===== config.mk =====
export PLATFORM = sky130hd
export DESIGN_NAME = adc_sample_capture_flat
export DESIGN_NICKNAME = d
export VERILOG_FILES = /design/src/rtl/adc_sample_capture_if.sv /design/src/rtl/adc_sample_capture.sv /design/src/flat_wrapper.sv
export SDC_FILE = /design/constraint.sdc
export NUM_CORES = 2
export LEC_CHECK = 0
export ABC_AREA = 1
export CELL_PAD_IN_SITES_DETAIL_PLACEMENT = 0
export CELL_PAD_IN_SITES_GLOBAL_PLACEMENT = 1
export CORE_MARGIN = 1
export CORE_UTILIZATION = 40
export DETAILED_ROUTE_END_ITERATION = 10
export HOLD_SLACK_MARGIN = 0.02
export PLACE_DENSITY_LB_ADDON = 0.1
export SLEW_MARGIN = 0
export SYNTH_ARGS = -nofsm -noshare
export SYNTH_HDL_FRONTEND = slang
export SYNTH_SLANG_ARGS = --single-unit

===== constraint.sdc =====
create_clock -name clk -period 2.6 [get_ports clk]
set_input_delay 0.65 -clock clk [delete_from_list [all_inputs] [get_ports clk]]
set_output_delay 0.65 -clock clk [all_outputs]
set_load 0.05 [all_outputs]

===== src/rtl/adc_sample_capture_if.sv =====
// Readout stream from the capture buffer to the logging/transmit stage.
// master = capture block (source), slave = downstream consumer.
interface adc_sample_capture_if;
  logic [11:0] out_data;
  logic        out_valid;
  logic        out_ready;
  logic        out_last;

  modport master (output out_data, output out_valid, output out_last, input out_ready);
  modport slave  (input out_data, input out_valid, input out_last, output out_ready);
endinterface


===== src/rtl/adc_sample_capture.sv =====
// Pre/post-trigger capture of ADC frames into a circular buffer, unloaded oldest-first.
// Optional macro ADC_CAPTURE_FORCE_TRIG_EN adds a force_trig input for manual triggering.
module adc_sample_capture #(
  parameter int ADDR_W   = 8,
  parameter int PRE_TRIG = 64,
  parameter int DONE_CNT = 17
) (
  input  logic        clk,
  input  logic        rst,
  input  logic [11:0] sample,
  input  logic [4:0]  cnt15,
  input  logic        arm,
  input  logic [11:0] threshold,
`ifdef ADC_CAPTURE_FORCE_TRIG_EN
  input  logic        force_trig,
`endif
  output logic        busy,
  output logic        done,
  adc_sample_capture_if.master rd
);
  localparam int DEPTH  = 1 << ADDR_W;
  localparam int POST_N = DEPTH - PRE_TRIG;

  localparam logic [2:0] S_IDLE = 3'd0;
  localparam logic [2:0] S_PRE  = 3'd1;
  localparam logic [2:0] S_WAIT = 3'd2;
  localparam logic [2:0] S_POST = 3'd3;
  localparam logic [2:0] S_READ = 3'd4;

  localparam logic [ADDR_W-1:0] PTR_ONE  = ADDR_W'(1);
  localparam logic [ADDR_W-1:0] PTR_PRE  = ADDR_W'(PRE_TRIG);
  localparam logic [ADDR_W:0]   CNT_ONE  = (ADDR_W+1)'(1);
  localparam logic [ADDR_W:0]   CNT_PRE  = (ADDR_W+1)'(PRE_TRIG);
  localparam logic [ADDR_W:0]   CNT_POST = (ADDR_W+1)'(POST_N);
  localparam logic [ADDR_W:0]   CNT_LAST = (ADDR_W+1)'(DEPTH - 1);
  localparam logic [ADDR_W:0]   CNT_ALL  = (ADDR_W+1)'(DEPTH);

  logic [2:0]        state_reg;
  logic [4:0]        cnt15_q;
  logic [ADDR_W-1:0] wr_ptr_reg;
  logic [ADDR_W-1:0] start_addr_reg;
  logic [ADDR_W-1:0] rd_ptr_reg;
  logic [ADDR_W:0]   fill_reg;
  logic [ADDR_W:0]   post_cnt_reg;
  logic [ADDR_W:0]   rd_cnt_reg;
  logic [11:0]       prev_reg;
  logic [11:0]       rd_data_reg;
  logic              out_valid_reg;
  logic              out_last_reg;
  logic              done_reg;
  logic [11:0]       mem [DEPTH];

  logic stb, wr_en, crossing, trig, rd_en, xfer;

  assign stb      = (cnt15 == 5'(DONE_CNT)) && (cnt15_q != 5'(DONE_CNT));
  assign wr_en    = stb && ((state_reg == S_PRE) || (state_reg == S_WAIT) || (state_reg == S_POST));
  assign crossing = (prev_reg < threshold) && (sample >= threshold);
  assign xfer     = out_valid_reg && rd.out_ready;
  // Fetch the next word whenever the output register is empty or being drained.
  assign rd_en    = (state_reg == S_READ) && (rd_cnt_reg != CNT_ALL) && (!out_valid_reg || rd.out_ready);

`ifdef ADC_CAPTURE_FORCE_TRIG_EN
  logic force_pend_reg;
  always_ff @(posedge clk) begin
    if (rst || state_reg != S_WAIT) force_pend_reg <= 1'b0;
    else if (stb && force_pend_reg) force_pend_reg <= 1'b0;
    else if (force_trig)            force_pend_reg <= 1'b1;
  end
  assign trig = stb && (crossing || force_pend_reg);
`else
  assign trig = stb && crossing;
`endif

  always_ff @(posedge clk) begin
    if (rst) cnt15_q <= '0;
    else     cnt15_q <= cnt15;
  end

  always_ff @(posedge clk) begin
    if (wr_en) mem[wr_ptr_reg] <= sample;
  end

  always_ff @(posedge clk) begin
    if (rst)        rd_data_reg <= '0;
    else if (rd_en) rd_data_reg <= mem[rd_ptr_reg];
  end

  always_ff @(posedge clk) begin
    if (rst) begin
      state_reg      <= S_IDLE;
      wr_ptr_reg     <= '0;
      start_addr_reg <= '0;
      rd_ptr_reg     <= '0;
      fill_reg       <= '0;
      post_cnt_reg   <= '0;
      rd_cnt_reg     <= '0;
      prev_reg       <= '0;
      out_valid_reg  <= 1'b0;
      out_last_reg   <= 1'b0;
      done_reg       <= 1'b0;
    end else begin
      done_reg <= 1'b0;
      case (state_reg)
        S_IDLE: begin
          if (arm) begin
            state_reg    <= S_PRE;
            wr_ptr_reg   <= '0;
            fill_reg     <= '0;
            post_cnt_reg <= '0;
            prev_reg     <= 12'hFFF;
          end
        end
        S_PRE: begin
          if (stb) begin
            wr_ptr_reg <= wr_ptr_reg + PTR_ONE;
            prev_reg   <= sample;
            fill_reg   <= fill_reg + CNT_ONE;
            if (fill_reg + CNT_ONE == CNT_PRE) state_reg <= S_WAIT;
          end
        end
        S_WAIT: begin
          if (stb) begin
            wr_ptr_reg <= wr_ptr_reg + PTR_ONE;
            prev_reg   <= sample;
            if (trig) begin
              post_cnt_reg   <= CNT_ONE;
              start_addr_reg <= wr_ptr_reg - PTR_PRE;
              if (POST_N == 1) begin
                state_reg  <= S_READ;
                rd_ptr_reg <= wr_ptr_reg - PTR_PRE;
                rd_cnt_reg <= '0;
              end else begin
                state_reg <= S_POST;
              end
            end
          end
        end
        S_POST: begin
          if (stb) begin
            wr_ptr_reg   <= wr_ptr_reg + PTR_ONE;
            post_cnt_reg <= post_cnt_reg + CNT_ONE;
            if (post_cnt_reg + CNT_ONE == CNT_POST) begin
              state_reg  <= S_READ;
              rd_ptr_reg <= start_addr_reg;
              rd_cnt_reg <= '0;
            end
          end
        end
        S_READ: begin
          if (rd_en) begin
            rd_ptr_reg    <= rd_ptr_reg + PTR_ONE;
            rd_cnt_reg    <= rd_cnt_reg + CNT_ONE;
            out_valid_reg <= 1'b1;
            out_last_reg  <= (rd_cnt_reg == CNT_LAST);
          end else if (xfer) begin
            out_valid_reg <= 1'b0;
            out_last_reg  <= 1'b0;
          end
          if (xfer && out_last_reg) begin
            out_valid_reg <= 1'b0;
            out_last_reg  <= 1'b0;
            done_reg      <= 1'b1;
            state_reg     <= S_IDLE;
          end
        end
        default: state_reg <= S_IDLE;
      endcase
    end
  end

  assign busy         = (state_reg != S_IDLE);
  assign done         = done_reg;
  assign rd.out_data  = rd_data_reg;
  assign rd.out_valid = out_valid_reg;
  assign rd.out_last  = out_last_reg;
endmodule


===== src/flat_wrapper.sv =====
// flat-port wrapper written by rule: the top's interface ports become plain ports
module adc_sample_capture_flat 
#(
  parameter int ADDR_W   = 8,
  parameter int PRE_TRIG = 64,
  parameter int DONE_CNT = 17
)
  (clk, rst, sample, cnt15, arm, threshold, busy, done, rd_out_data, rd_out_valid, rd_out_last, rd_out_ready);
  adc_sample_capture_if rd_i ();
  input  logic clk;
  input  logic rst;
  input  logic [11:0] sample;
  input  logic [4:0] cnt15;
  input  logic arm;
  input  logic [11:0] threshold;
  output logic busy;
  output logic done;
  output wire logic [$bits(rd_i.out_data)-1:0] rd_out_data;
  output wire logic [$bits(rd_i.out_valid)-1:0] rd_out_valid;
  output wire logic [$bits(rd_i.out_last)-1:0] rd_out_last;
  input wire logic [$bits(rd_i.out_ready)-1:0] rd_out_ready;
  assign rd_out_data = rd_i.out_data;
  assign rd_out_valid = rd_i.out_valid;
  assign rd_out_last = rd_i.out_last;
  assign rd_i.out_ready = rd_out_ready;
  adc_sample_capture #(.ADDR_W(ADDR_W), .PRE_TRIG(PRE_TRIG), .DONE_CNT(DONE_CNT)) u_core (.clk(clk), .rst(rst), .sample(sample), .cnt15(cnt15), .arm(arm), .threshold(threshold), .busy(busy), .done(done), .rd(rd_i));
endmodule

==> qor.yml <==
status: "complete, but fails checks"
violations: "setup timing"
rsz0062_at_grt: "true"
critPathRequiredTime_ns: 3.41
p_comb_share_pct: 15.3
fillCellCount: 29700
fp.dieArea_mm2: 0.332
fin_worst_skew_ns: 0.0426
yosysWarnings: 0
clock-root-buffer: "clkbuf_16"
r2r-start: "u_core.rd_ptr_reg[0]"
crit_type: "register to register"
crit_family: "buffers and inverters"
globalplace.congestion: 0.887
antenna_found_initial: 25
routed_wl_um: 450000
r2r_end: "u_core.rd.out_data[2]"
r2r_slack_ns: -0.21
arrival_ns: 3.63
drive_gt1_share_pct: 14.3
holdPathEnd: "u_core.prev_reg[5]"
synth_area_mm2: 0.132
path_cells: "buf_12, clkinv_16, buf_16, buf_12, buf_4, buf_4, o21ai_2, nand3_2, nand3_2, a21oi_2, buf_4, nor2_1, nand2_2, nand3_1, nand3_1, nand2_1, inv_1"
post-route-min-period_ns: 2.81
largest_reg_flops: 3072
worst-path-buf-inv: 8
path_clk_slew_ns: 0.06
hold_path_class: "primary input to register"
ant_nets: 0
finalCritPeriodShare_pct: 108
drv_cap: 0
hold_violations: 0
grt_pass1_wl_um: 638000
num_rows: 210
synth_edf_count: 3072
yosysSeqAreaShare_pct: 71.3
clock-sinks: 3158
cts_buffers: 345
synth_cell_types: 39
cts_tree: "yes"
vias_per_cell: 5.28
p_sw_share_pct: 27.0
boundaryPins: 49
p_sw_mw: 33.5
hold_buffers: 0
seqPwrFrac_pct: 45.4
mostFrequentLayoutCell: "edfxtp_1"
internal_power_mw: 90.3
worstSetupEndpointType: "register"
post-route-drc-count: 0
vdd_drop_max_uv: 589
seq_area_mm2: 0.0940
drt-pass1-iter-count: 6
dpl-instance-area_mm2: 0.145
overflow: 0
synth-main-ff-cell: "edfxtp_1"
fin_nets: 12800
ys_async_sr_fraction_pct: 0
fin_area_mm2: 0.159
finalWorstSetupSlack_ns: -0.214
cp-start-kind: "register"
slew_viol_final: 0
core_area_mm2: 0.327
grt_pass1_vias: 90300
tightest_slew_ns: 1.19
setup_viol: 12
clock_latency_ns: 0.95
layout_common_cells: "3072 x edfxtp_1, 2654 x nand2_1, 2038 x nor2_1"
clkPwrFrac_pct: 39.3
hold-path-cell-count: 3
multi_input_area_mm2: 0.0324
p_leak_nw: 59.2
start_util_pct: 40.2
areaGrowthSynthToFinish_pct: 20.5
drtIter0Drc: 9418
netlist_instances: 11900
utilization_pct: 48.5
worstHoldStart: "sample[5]"
grt_usage_pct: 26.6
die_h_um: 576
syn_nets: 12000
post_drt_wl_per_cell_um: 25.9
crit_fanout: 9
grt_max_degree: 142
synth_seq_cells: 3158
critPathMaxStageDelay_ns: 0.38
cts-htree-levels: 5
reg2reg_depth: 17
syn_area_per_cell_um2: 11.1
relSlewSlack_pct: 21.0
die_w_um: 576
cts_max_path_buffers: 4
power_density_mw_per_mm2: 780
vias: 91500
cpMostUsedCell: "buf_4"
dp_hpwl_um: 284000
pre_cts_slack_ns: -0.876
numPortBuffers: 48
max_freq_mhz: 355
crit_slowest_cell: "dfxtp_4"
logic make-up after synthesis:
kind of cell | synth area share (%)
buf+inv | 4.76
simple gates | 17.1
xor+xnor | 0.113
flops | 71.3
compound gates | 6.29
fa+ha+maj | 0.361
worst max-delay path by stage:
stage	to	depth (start not counted)	start	slack, ns
3_3_place_gp	u_core.mem[232][9]	13	cnt15[3]	-0.95
5_1_grt	u_core.rd.out_data[10]	18	u_core.rd_ptr_reg[0]	-0.24
2_1_floorplan	u_core.mem[108][0]	11	cnt15[3]	-0.17
6_report	u_core.rd.out_data[2]	17	u_core.rd_ptr_reg[0]	-0.21
3_5_place_dp	u_core.mem[232][7]	13	cnt15[3]	-0.88
4_1_cts	u_core.rd.out_data[10]	17	u_core.rd_ptr_reg[0]	-0.12
through the flow:
stage | std cells | hold WS [ns] | TNS (ns) | power [mW]
floorplan | 11900 | 0.424 | -160.45 | 65.5
global placement | 16600 | 0.437 | -2357.63 | 74.8
detailed placement | 16600 | 0.442 | -2120.95 | 74.8
CTS | 17300 | 0.0343 | -0.997 | 124
global route | 17300 | 0.0986 | -2.62 | 128
finish | 17300 | 0.110 | -1.81 | 124
power groups by stage:
stage                     Clock [mW]  Combinational [mW]  Sequential [mW]
after floorplan                    0                8.28             57.2
after global placement             0                17.5             57.3
after detailed placement           0                17.5             57.3
after CTS                       49.6                18.5             56.2
after global routing            51.4                20.1             56.2
final                           48.7                18.9             56.2
per-layer routing:
metal	share of wire (%)	track usage (%)	wire, um	vias up
li1	-	-	-	42200
met1	43	36.9	194000	45400
met2	47	43.4	211000	3278
met3	6.4	3.29	28800	629
met4	3.5	8.84	15900	2
met5	0.0029	0	13	-
cells in the mapped netlist (all sizes together), types with 8 or more instances:
library cell / count / area (um^2)
buf: 397 / 2290
o21ai: 1083 / 5420
o211ai: 192 / 1440
o22ai: 14 / 87.6
nand2: 2725 / 10200
clkbuf: 295 / 1110
or2: 8 / 50.1
inv: 751 / 2820
nor2: 2083 / 7820
dfxtp: 86 / 1720
nor3: 12 / 60.1
xor2: 15 / 131
nand3: 858 / 4290
nand4: 15 / 93.8
clkinv: 13 / 48.8
o21bai: 13 / 97.6
a21oi: 219 / 1100
edfxtp: 3072 / 92200
ha: 38 / 475
area by class of cell:
class / instances / area share (%)
Antenna cell: 11 / 0.0173
Clock inverter: 201 / 1.21
Clock buffer: 430 / 5.77
Timing Repair Buffer: 1126 / 8.13
Tap cell: 4346 / 3.42
Multi-Input combinational cell: 7301 / 20.4
Inverter: 764 / 1.85
Sequential cell: 3158 / 59.2
Timing Repair inverter: 2 / 0.0126
timing repair:
| item | CTS | global route |
|---|---|---|
| cloned | 18 | 9 |
| endpoints found under the hold margin | 0 | 0 |
| pin swaps | 24 | 27 |
| resized for setup | 264 | 154 |
| endpoints found under the setup margin | 376 | 56 |
| setup buffers | 22 | 11 |
worst reg2reg max path, cell delays in order, from the launching register on:
cell and delay [ns]:
dfxtp_4 0.38, buf_12 0.19, clkinv_16 0.16, buf_16 0.24
buf_12 0.16, buf_4 0.20, buf_4 0.16, o21ai_2 0.16
nand3_2 0.11, nand3_2 0.12, a21oi_2 0.07, buf_4 0.17
nor2_1 0.13, nand2_2 0.13, nand3_1 0.12, nand3_1 0.09
nand2_1 0.06, inv_1 0.04
Power figures use the tool's default switching activity.
